$ cat src/rtl/joy_pad_reader.sv
// ----------------------------------------------------------------------------
// joy_pad_reader
//   CPU-bus controller port for two shared-protocol serial gamepads.
//   A poll strobes both pads, clocks out 16 bits from each and publishes the
//   decoded button state (1 = pressed) as four read-only byte registers.
//
//   Optional feature macro: JOY_PAD_READER_AUTOPOLL_EN
//     defined   -> free-running timer requests a poll every POLL_PERIOD cycles
//     undefined -> polls are started only by CPU writes
//
// Ports
//   i_clk_cpu, i_nRst        CPU clock, asynchronous active-low reset
//   i_ce, i_rnw, i_addr      bus select, read/not-write, register index
//   i_data_in                write data (value ignored; any write polls)
//   o_data_out               registered read data, 0xFF when not selected
//   o_joyN_strb, o_joyN_clk  pad latch strobe / shift clock (idle high)
//   i_joyN_data              asynchronous pad serial data, 0 = pressed
//   o_busy                   high from first strobe cycle through DONE
//   o_poll_done              one-cycle pulse during DONE
//
// Register map: 0 = pad1[7:0], 1 = pad1[15:8], 2 = pad2[7:0], 3 = pad2[15:8]
// ----------------------------------------------------------------------------
module joy_pad_reader #(
    parameter int unsigned CLK_DIV     = 6,
    parameter int unsigned POLL_PERIOD = 200000
) (
    input  logic       i_clk_cpu,
    input  logic       i_nRst,
    input  logic       i_ce,
    input  logic       i_rnw,
    input  logic [1:0] i_addr,
    input  logic [7:0] i_data_in,
    output logic [7:0] o_data_out,
    output logic       o_joy1_strb,
    output logic       o_joy2_strb,
    output logic       o_joy1_clk,
    output logic       o_joy2_clk,
    input  logic       i_joy1_data,
    input  logic       i_joy2_data,
    output logic       o_busy,
    output logic       o_poll_done
);

    // Phase counter must reach 2*CLK_DIV-1 (509 at the largest legal CLK_DIV).
    localparam int unsigned DIV_W     = 9;
    localparam int unsigned CNT_W     = 4;
    localparam int unsigned PAD_W     = 16;
    localparam int unsigned STRB_LEN  = 2 * CLK_DIV;
    localparam int unsigned PHASE_LEN = CLK_DIV;

    typedef enum logic [2:0] {
        ST_IDLE,
        ST_STROBE,
        ST_SHIFT_HI,
        ST_SHIFT_LO,
        ST_DONE
    } state_e;

    state_e             state_q, state_d;
    logic [DIV_W-1:0]   div_q, div_d;
    logic [CNT_W-1:0]   cnt_q, cnt_d;
    logic [PAD_W-1:0]   shift1_q, shift1_d;
    logic [PAD_W-1:0]   shift2_q, shift2_d;
    logic [PAD_W-1:0]   pad1_q, pad1_d;
    logic [PAD_W-1:0]   pad2_q, pad2_d;
    logic               joy1_meta_q, joy1_sync_q;
    logic               joy2_meta_q, joy2_sync_q;
    logic               strb_q, strb_d;
    logic               jclk_q, jclk_d;
    logic               busy_q, busy_d;
    logic               done_q, done_d;
    logic [7:0]         dout_q, dout_d;

    logic               write_req_c;
    logic               poll_req_c;
    logic               strb_last_c;
    logic               phase_last_c;
    logic [7:0]         reg_sel_c;

    // Write data carries no meaning; any write is a poll request.
    logic               data_in_unused;
    assign data_in_unused = ^i_data_in;

    assign write_req_c  = i_ce & ~i_rnw;
    assign strb_last_c  = (div_q == DIV_W'(STRB_LEN - 1));
    assign phase_last_c = (div_q == DIV_W'(PHASE_LEN - 1));

`ifdef JOY_PAD_READER_AUTOPOLL_EN
    localparam int unsigned TMR_W = $clog2(POLL_PERIOD);

    logic [TMR_W-1:0]   timer_q, timer_d;
    logic               timer_expire_c;

    // Free-running period timer; restarts on expiry whether or not the poll is taken.
    assign timer_expire_c = (timer_q == TMR_W'(POLL_PERIOD - 1));
    assign timer_d        = timer_expire_c ? '0 : timer_q + TMR_W'(1);
    // A write and an expiry on the same edge merge into a single request.
    assign poll_req_c     = write_req_c | timer_expire_c;
`else
    localparam int unsigned POLL_PERIOD_UNUSED = POLL_PERIOD;

    assign poll_req_c = write_req_c;
`endif

    // Register file read mux.
    always_comb begin
        reg_sel_c = 8'hFF;
        case (i_addr)
            2'd0:    reg_sel_c = pad1_q[7:0];
            2'd1:    reg_sel_c = pad1_q[15:8];
            2'd2:    reg_sel_c = pad2_q[7:0];
            default: reg_sel_c = pad2_q[15:8];
        endcase
    end

    // Poll sequencer next-state and registered-output logic.
    always_comb begin
        state_d  = state_q;
        div_d    = div_q;
        cnt_d    = cnt_q;
        shift1_d = shift1_q;
        shift2_d = shift2_q;
        pad1_d   = pad1_q;
        pad2_d   = pad2_q;

        case (state_q)
            ST_IDLE: begin
                if (poll_req_c) begin
                    state_d = ST_STROBE;
                    cnt_d   = '0;
                    div_d   = '0;
                end
            end
            ST_STROBE: begin
                if (strb_last_c) begin
                    state_d = ST_SHIFT_HI;
                    div_d   = '0;
                end else begin
                    div_d = div_q + DIV_W'(1);
                end
            end
            ST_SHIFT_HI: begin
                if (phase_last_c) begin
                    shift1_d[cnt_q] = joy1_sync_q;
                    shift2_d[cnt_q] = joy2_sync_q;
                    state_d         = ST_SHIFT_LO;
                    div_d           = '0;
                end else begin
                    div_d = div_q + DIV_W'(1);
                end
            end
            ST_SHIFT_LO: begin
                // The low phase after bit 15 completes the 16th clock pulse
                // before DONE, keeping the poll at 34*CLK_DIV cycles.
                if (phase_last_c) begin
                    div_d = '0;
                    if (cnt_q == CNT_W'(PAD_W - 1)) begin
                        state_d = ST_DONE;
                    end else begin
                        cnt_d   = cnt_q + CNT_W'(1);
                        state_d = ST_SHIFT_HI;
                    end
                end else begin
                    div_d = div_q + DIV_W'(1);
                end
            end
            ST_DONE: begin
                // Pad lines are active-low; store 1 = pressed.
                pad1_d  = ~shift1_q;
                pad2_d  = ~shift2_q;
                state_d = ST_IDLE;
            end
            default: begin
                state_d = ST_IDLE;
            end
        endcase

        // Outputs are decoded from the next state so they toggle exactly on
        // the state transition and leave a flop cleanly.
        strb_d = (state_d == ST_STROBE);
        jclk_d = (state_d != ST_SHIFT_LO);
        busy_d = (state_d != ST_IDLE);
        done_d = (state_d == ST_DONE);

        // Read data reflects the registers before any DONE-cycle update.
        dout_d = (i_ce & i_rnw) ? reg_sel_c : 8'hFF;
    end

    // All state flops, including the two-stage pad data synchronizers.
    always_ff @(posedge i_clk_cpu or negedge i_nRst) begin
        if (!i_nRst) begin
            state_q     <= ST_IDLE;
            div_q       <= '0;
            cnt_q       <= '0;
            shift1_q    <= '0;
            shift2_q    <= '0;
            pad1_q      <= '0;
            pad2_q      <= '0;
            joy1_meta_q <= 1'b1;
            joy1_sync_q <= 1'b1;
            joy2_meta_q <= 1'b1;
            joy2_sync_q <= 1'b1;
            strb_q      <= 1'b0;
            jclk_q      <= 1'b1;
            busy_q      <= 1'b0;
            done_q      <= 1'b0;
            dout_q      <= 8'hFF;
`ifdef JOY_PAD_READER_AUTOPOLL_EN
            timer_q     <= '0;
`endif
        end else begin
            state_q     <= state_d;
            div_q       <= div_d;
            cnt_q       <= cnt_d;
            shift1_q    <= shift1_d;
            shift2_q    <= shift2_d;
            pad1_q      <= pad1_d;
            pad2_q      <= pad2_d;
            joy1_meta_q <= i_joy1_data;
            joy1_sync_q <= joy1_meta_q;
            joy2_meta_q <= i_joy2_data;
            joy2_sync_q <= joy2_meta_q;
            strb_q      <= strb_d;
            jclk_q      <= jclk_d;
            busy_q      <= busy_d;
            done_q      <= done_d;
            dout_q      <= dout_d;
`ifdef JOY_PAD_READER_AUTOPOLL_EN
            timer_q     <= timer_d;
`endif
        end
    end

    assign o_data_out  = dout_q;
    assign o_joy1_strb = strb_q;
    assign o_joy2_strb = strb_q;
    assign o_joy1_clk  = jclk_q;
    assign o_joy2_clk  = jclk_q;
    assign o_busy      = busy_q;
    assign o_poll_done = done_q;

endmodule

$ cat config.mk
export PLATFORM = sky130hd
export DESIGN_NAME = joy_pad_reader
export DESIGN_NICKNAME = d
export VERILOG_FILES = /design/src/rtl/joy_pad_reader.sv
export SDC_FILE = /design/constraint.sdc
export NUM_CORES = 1
export LEC_CHECK = 0
export CAP_MARGIN = 10
export CORE_MARGIN = 5
export CORE_UTILIZATION = 40
export CTS_BUF_LIST = sky130_fd_sc_hd__clkbuf_16
export CTS_CLUSTER_DIAMETER = 120
export DETAILED_ROUTE_END_ITERATION = 10
export PLACE_DENSITY = 0.55
export SYNTH_ARGS = -nofsm -noshare
export SYNTH_HDL_FRONTEND = slang
export SYNTH_SLANG_ARGS = --single-unit
$ cat constraint.sdc
create_clock -name i_clk_cpu -period 2.43 [get_ports i_clk_cpu]
set_input_delay 0.486 -clock i_clk_cpu [delete_from_list [all_inputs] [get_ports i_clk_cpu]]
set_output_delay 0.486 -clock i_clk_cpu [all_outputs]
set_load 0.1 [all_outputs]
==> results.md <==
* Cts bufs inserted at 9
* # placed instances at 509
* Top-count cell post-synth: dfrtp_1
* Worst-Margin Slew at 0.554 ns
* Sequential share of the synthesized area at 57.1%
* HP Class: primary input to asynchronous set/reset pin
* Cell Area, Synth at 4230 um2
* Worst-skew pair later-pin latency at 0.33 ns
* Slew margin rel. at 63.0%
* Top area cells in the synthesized netlist: dfrtp_1 49%, mux2_2 8.8%, dfstp_2 8.1%, o21ai_0 4.6%, nand2_1 4.5%
* CP required at 2.65 ns
* Largest net degree at the start of global routing at 65
* Crit. End Element: register
* Avg Inst Size Synth at 11.9 um2
* Nets at 406
* Final Non-Filler Cells at 525
* Syn_nets at 378
* Post-synth top area cell: dfrtp_1
* Setup TNS at 0 ns
* Routability-driven placement congestion ratio at 0.801
* Total power at 3.31 mW
* # DRC at 0
* Clock Skew at 0.00656 ns
* Global route overflow at 0
* Post-CTS setup repair buffer count at 0
* Post-synth top flop: dfrtp_1
* Async SR Flop Fraction at 100%
* Post-synth top cells: 83 x dfrtp_1, 51 x nand2_1, 39 x o21ai_0
* Cts hold-fix bufs at 0
* Synth warnings at 0
* Layout fillers at 939
* Die height at 113 um
* Final min period at 2.14 ns
* Crit path max fanout at 14
* Fmax at 467 MHz
* CTS clk-pin slew, worst paths at 0.07 ns
* Hpwl dp at 5420 um
* Area delta synth->final at 17.0%
* Initial DRT Pass Iterations at 4
* Antenna diodes at 0
* CP arrival at 2.36 ns
* DR vias/cell at 5.18
* Cell area after layout at 4950 um2
* Initial antenna violation count at 0
* Max Cap Violations at 0
* TritonCTS clock tree: done
* Num Clock Sinks at 96
* Synth top area share at 49.1%
* Core box area at 10300 um2
* Final Core Density at 48.0%
* Layout cells sized above 1 at 31.4%
* Die area at 12700 um2
* Run status: completed
* Starting Density at 41.0%
* Leak at 2.23 nW
* Root buffer cell: clkbuf_16
* PD cells at 668 nW/um2
* WS Path Type: register to register
* WL final at 7970 um
* Number of I/O pins at 30
* Number of flops mapped to enable cells by yosys at 0
* Vias in the first global route at 2767
* Die Width at 113 um
* Unrepaired setup endpoints after global routing: false
* Num rows at 37
* Wire per inst at 15.2 um
* Vias post-DR at 2717
* Final period utilization at 88.0%
* Dpl cell area at 4620 um2
* Post-cts resize count at 0
* First-pass GRT wire length at 13700 um
* Deepest clock path buffer count at 2
* ANT nets after route at 0
* Startpoint class of the critical path: register
* H-Tree Depth at 3
* Setup Viol. Count Final at 0
* Final Hold Vio Count at 0
* Yosys reg bits at 96
* GRT Overall Usage at 13.3%
* Netlist cell types at 44
* Reg2Reg Setup Slack at 0.29 ns
* Max IR drop VDD at 0.000315 V
* Starting DRT DRC Count at 115
* Pins Over Slew Limit at 0
* Port buffer count at 21
* Synth Instances at 356
-- cells in the final DEF, fill, tap and decap left out, drive strengths merged, types with 3 or more instances in the layout --
master,count
nand3,9
o31ai,3
and4bb,3
mux2,33
inv,10
dfstp,13
o311ai,3
nor2,7
ha,6
nand2,51
mux2i,3
clkbuf,9
mux4,8
nand4,4
o21ai,39
buf,34
o211ai,5
nand4b,5
dfrtp,83
nor4b,3
a21oi,3
nand2b,6
or2,10
nor3,6
clkdlybuf4s50,6
-- final timing paths --
check / depth (start not counted) / to / start
hold / removal: 1 / pad1_q[0]$_DFFE_PN0N_ / i_nRst
max in group asynchronous: 2 / joy2_meta_q$_DFF_PN1_ / i_nRst
setup reg to reg: 5 / shift1_q[0]$_DFFE_PN0P_ / div_q[7]$_DFFE_PN0P_
hold reg to reg: 0 / joy2_sync_q$_DFF_PN1_ / joy2_meta_q$_DFF_PN1_
setup / recovery: 5 / shift1_q[0]$_DFFE_PN0P_ / div_q[7]$_DFFE_PN0P_
min in group i_clk_cpu: 0 / joy2_sync_q$_DFF_PN1_ / joy2_meta_q$_DFF_PN1_
-- state kept, by name (all words and copies together) (netlist names), 3 cells and up --
signal / flops
pad2_q: 16
pad1_q: 16
state_q: 3
shift2_q: 16
cnt_q: 4
div_q: 9
o_data_out: 8
shift1_q: 16
-- metrics by stage --
step,hold slack (ns),setup slack [ns]
after global routing,0.153,0.164
after detailed placement,0.347,0.123
after floorplan,0.190,0.438
after CTS,0.125,0.266
after global placement,0.348,0.147
final,0.119,0.290
-- final cells by class --
class / instances / area (um2) / area share (%)
Sequential cell: 96 / 2420 / 48.8
Multi-Input combinational cell: 229 / 1680 / 33.9
Timing Repair Buffer: 40 / 328 / 6.62
Clock buffer: 9 / 225 / 4.55
Tap cell: 136 / 170 / 3.44
Clock inverter: 7 / 104 / 2.10
Inverter: 8 / 30.0 / 0.606
-- critical path, cell delays in order, from the launching register on --
cell	delay [ns]
dfrtp_1	0.45
or3_4	0.44
nor4_4	0.27
buf_4	0.23
and4bb_2	0.29
mux2_2	0.34
-- metal layers --
layer	global-route usage [%]	routed length (um)	part of all wire, %
met5	0	0	0
met1	18.3	3930	49
met2	21.4	3800	48
met3	2.94	185	2.3
met4	3.61	57	0.71
-- power by group --
part	internal (mW)	total, mW	switching (mW)
clock	0.914	1.53	0.619
sequential	1.62	1.63	0.0145
combinational	0.0402	0.146	0.106
-- kinds of logic after synthesis --
| kind of cell | Yosys count | share of synthesized area (%) |
|---|---|---|
| AOI/OAI and AO/OA | 63 | 8.87 |
| DFF | 96 | 57.1 |
| xor gates and xnor gates | 1 | 0.207 |
| and+or+nand+nor | 115 | 15.0 |
| adders and majority gates | 6 | 1.77 |
| muxes | 44 | 13.7 |
| buffers and inverters | 31 | 3.22 |
Note: power is estimated with default switching activity, not from simulation.
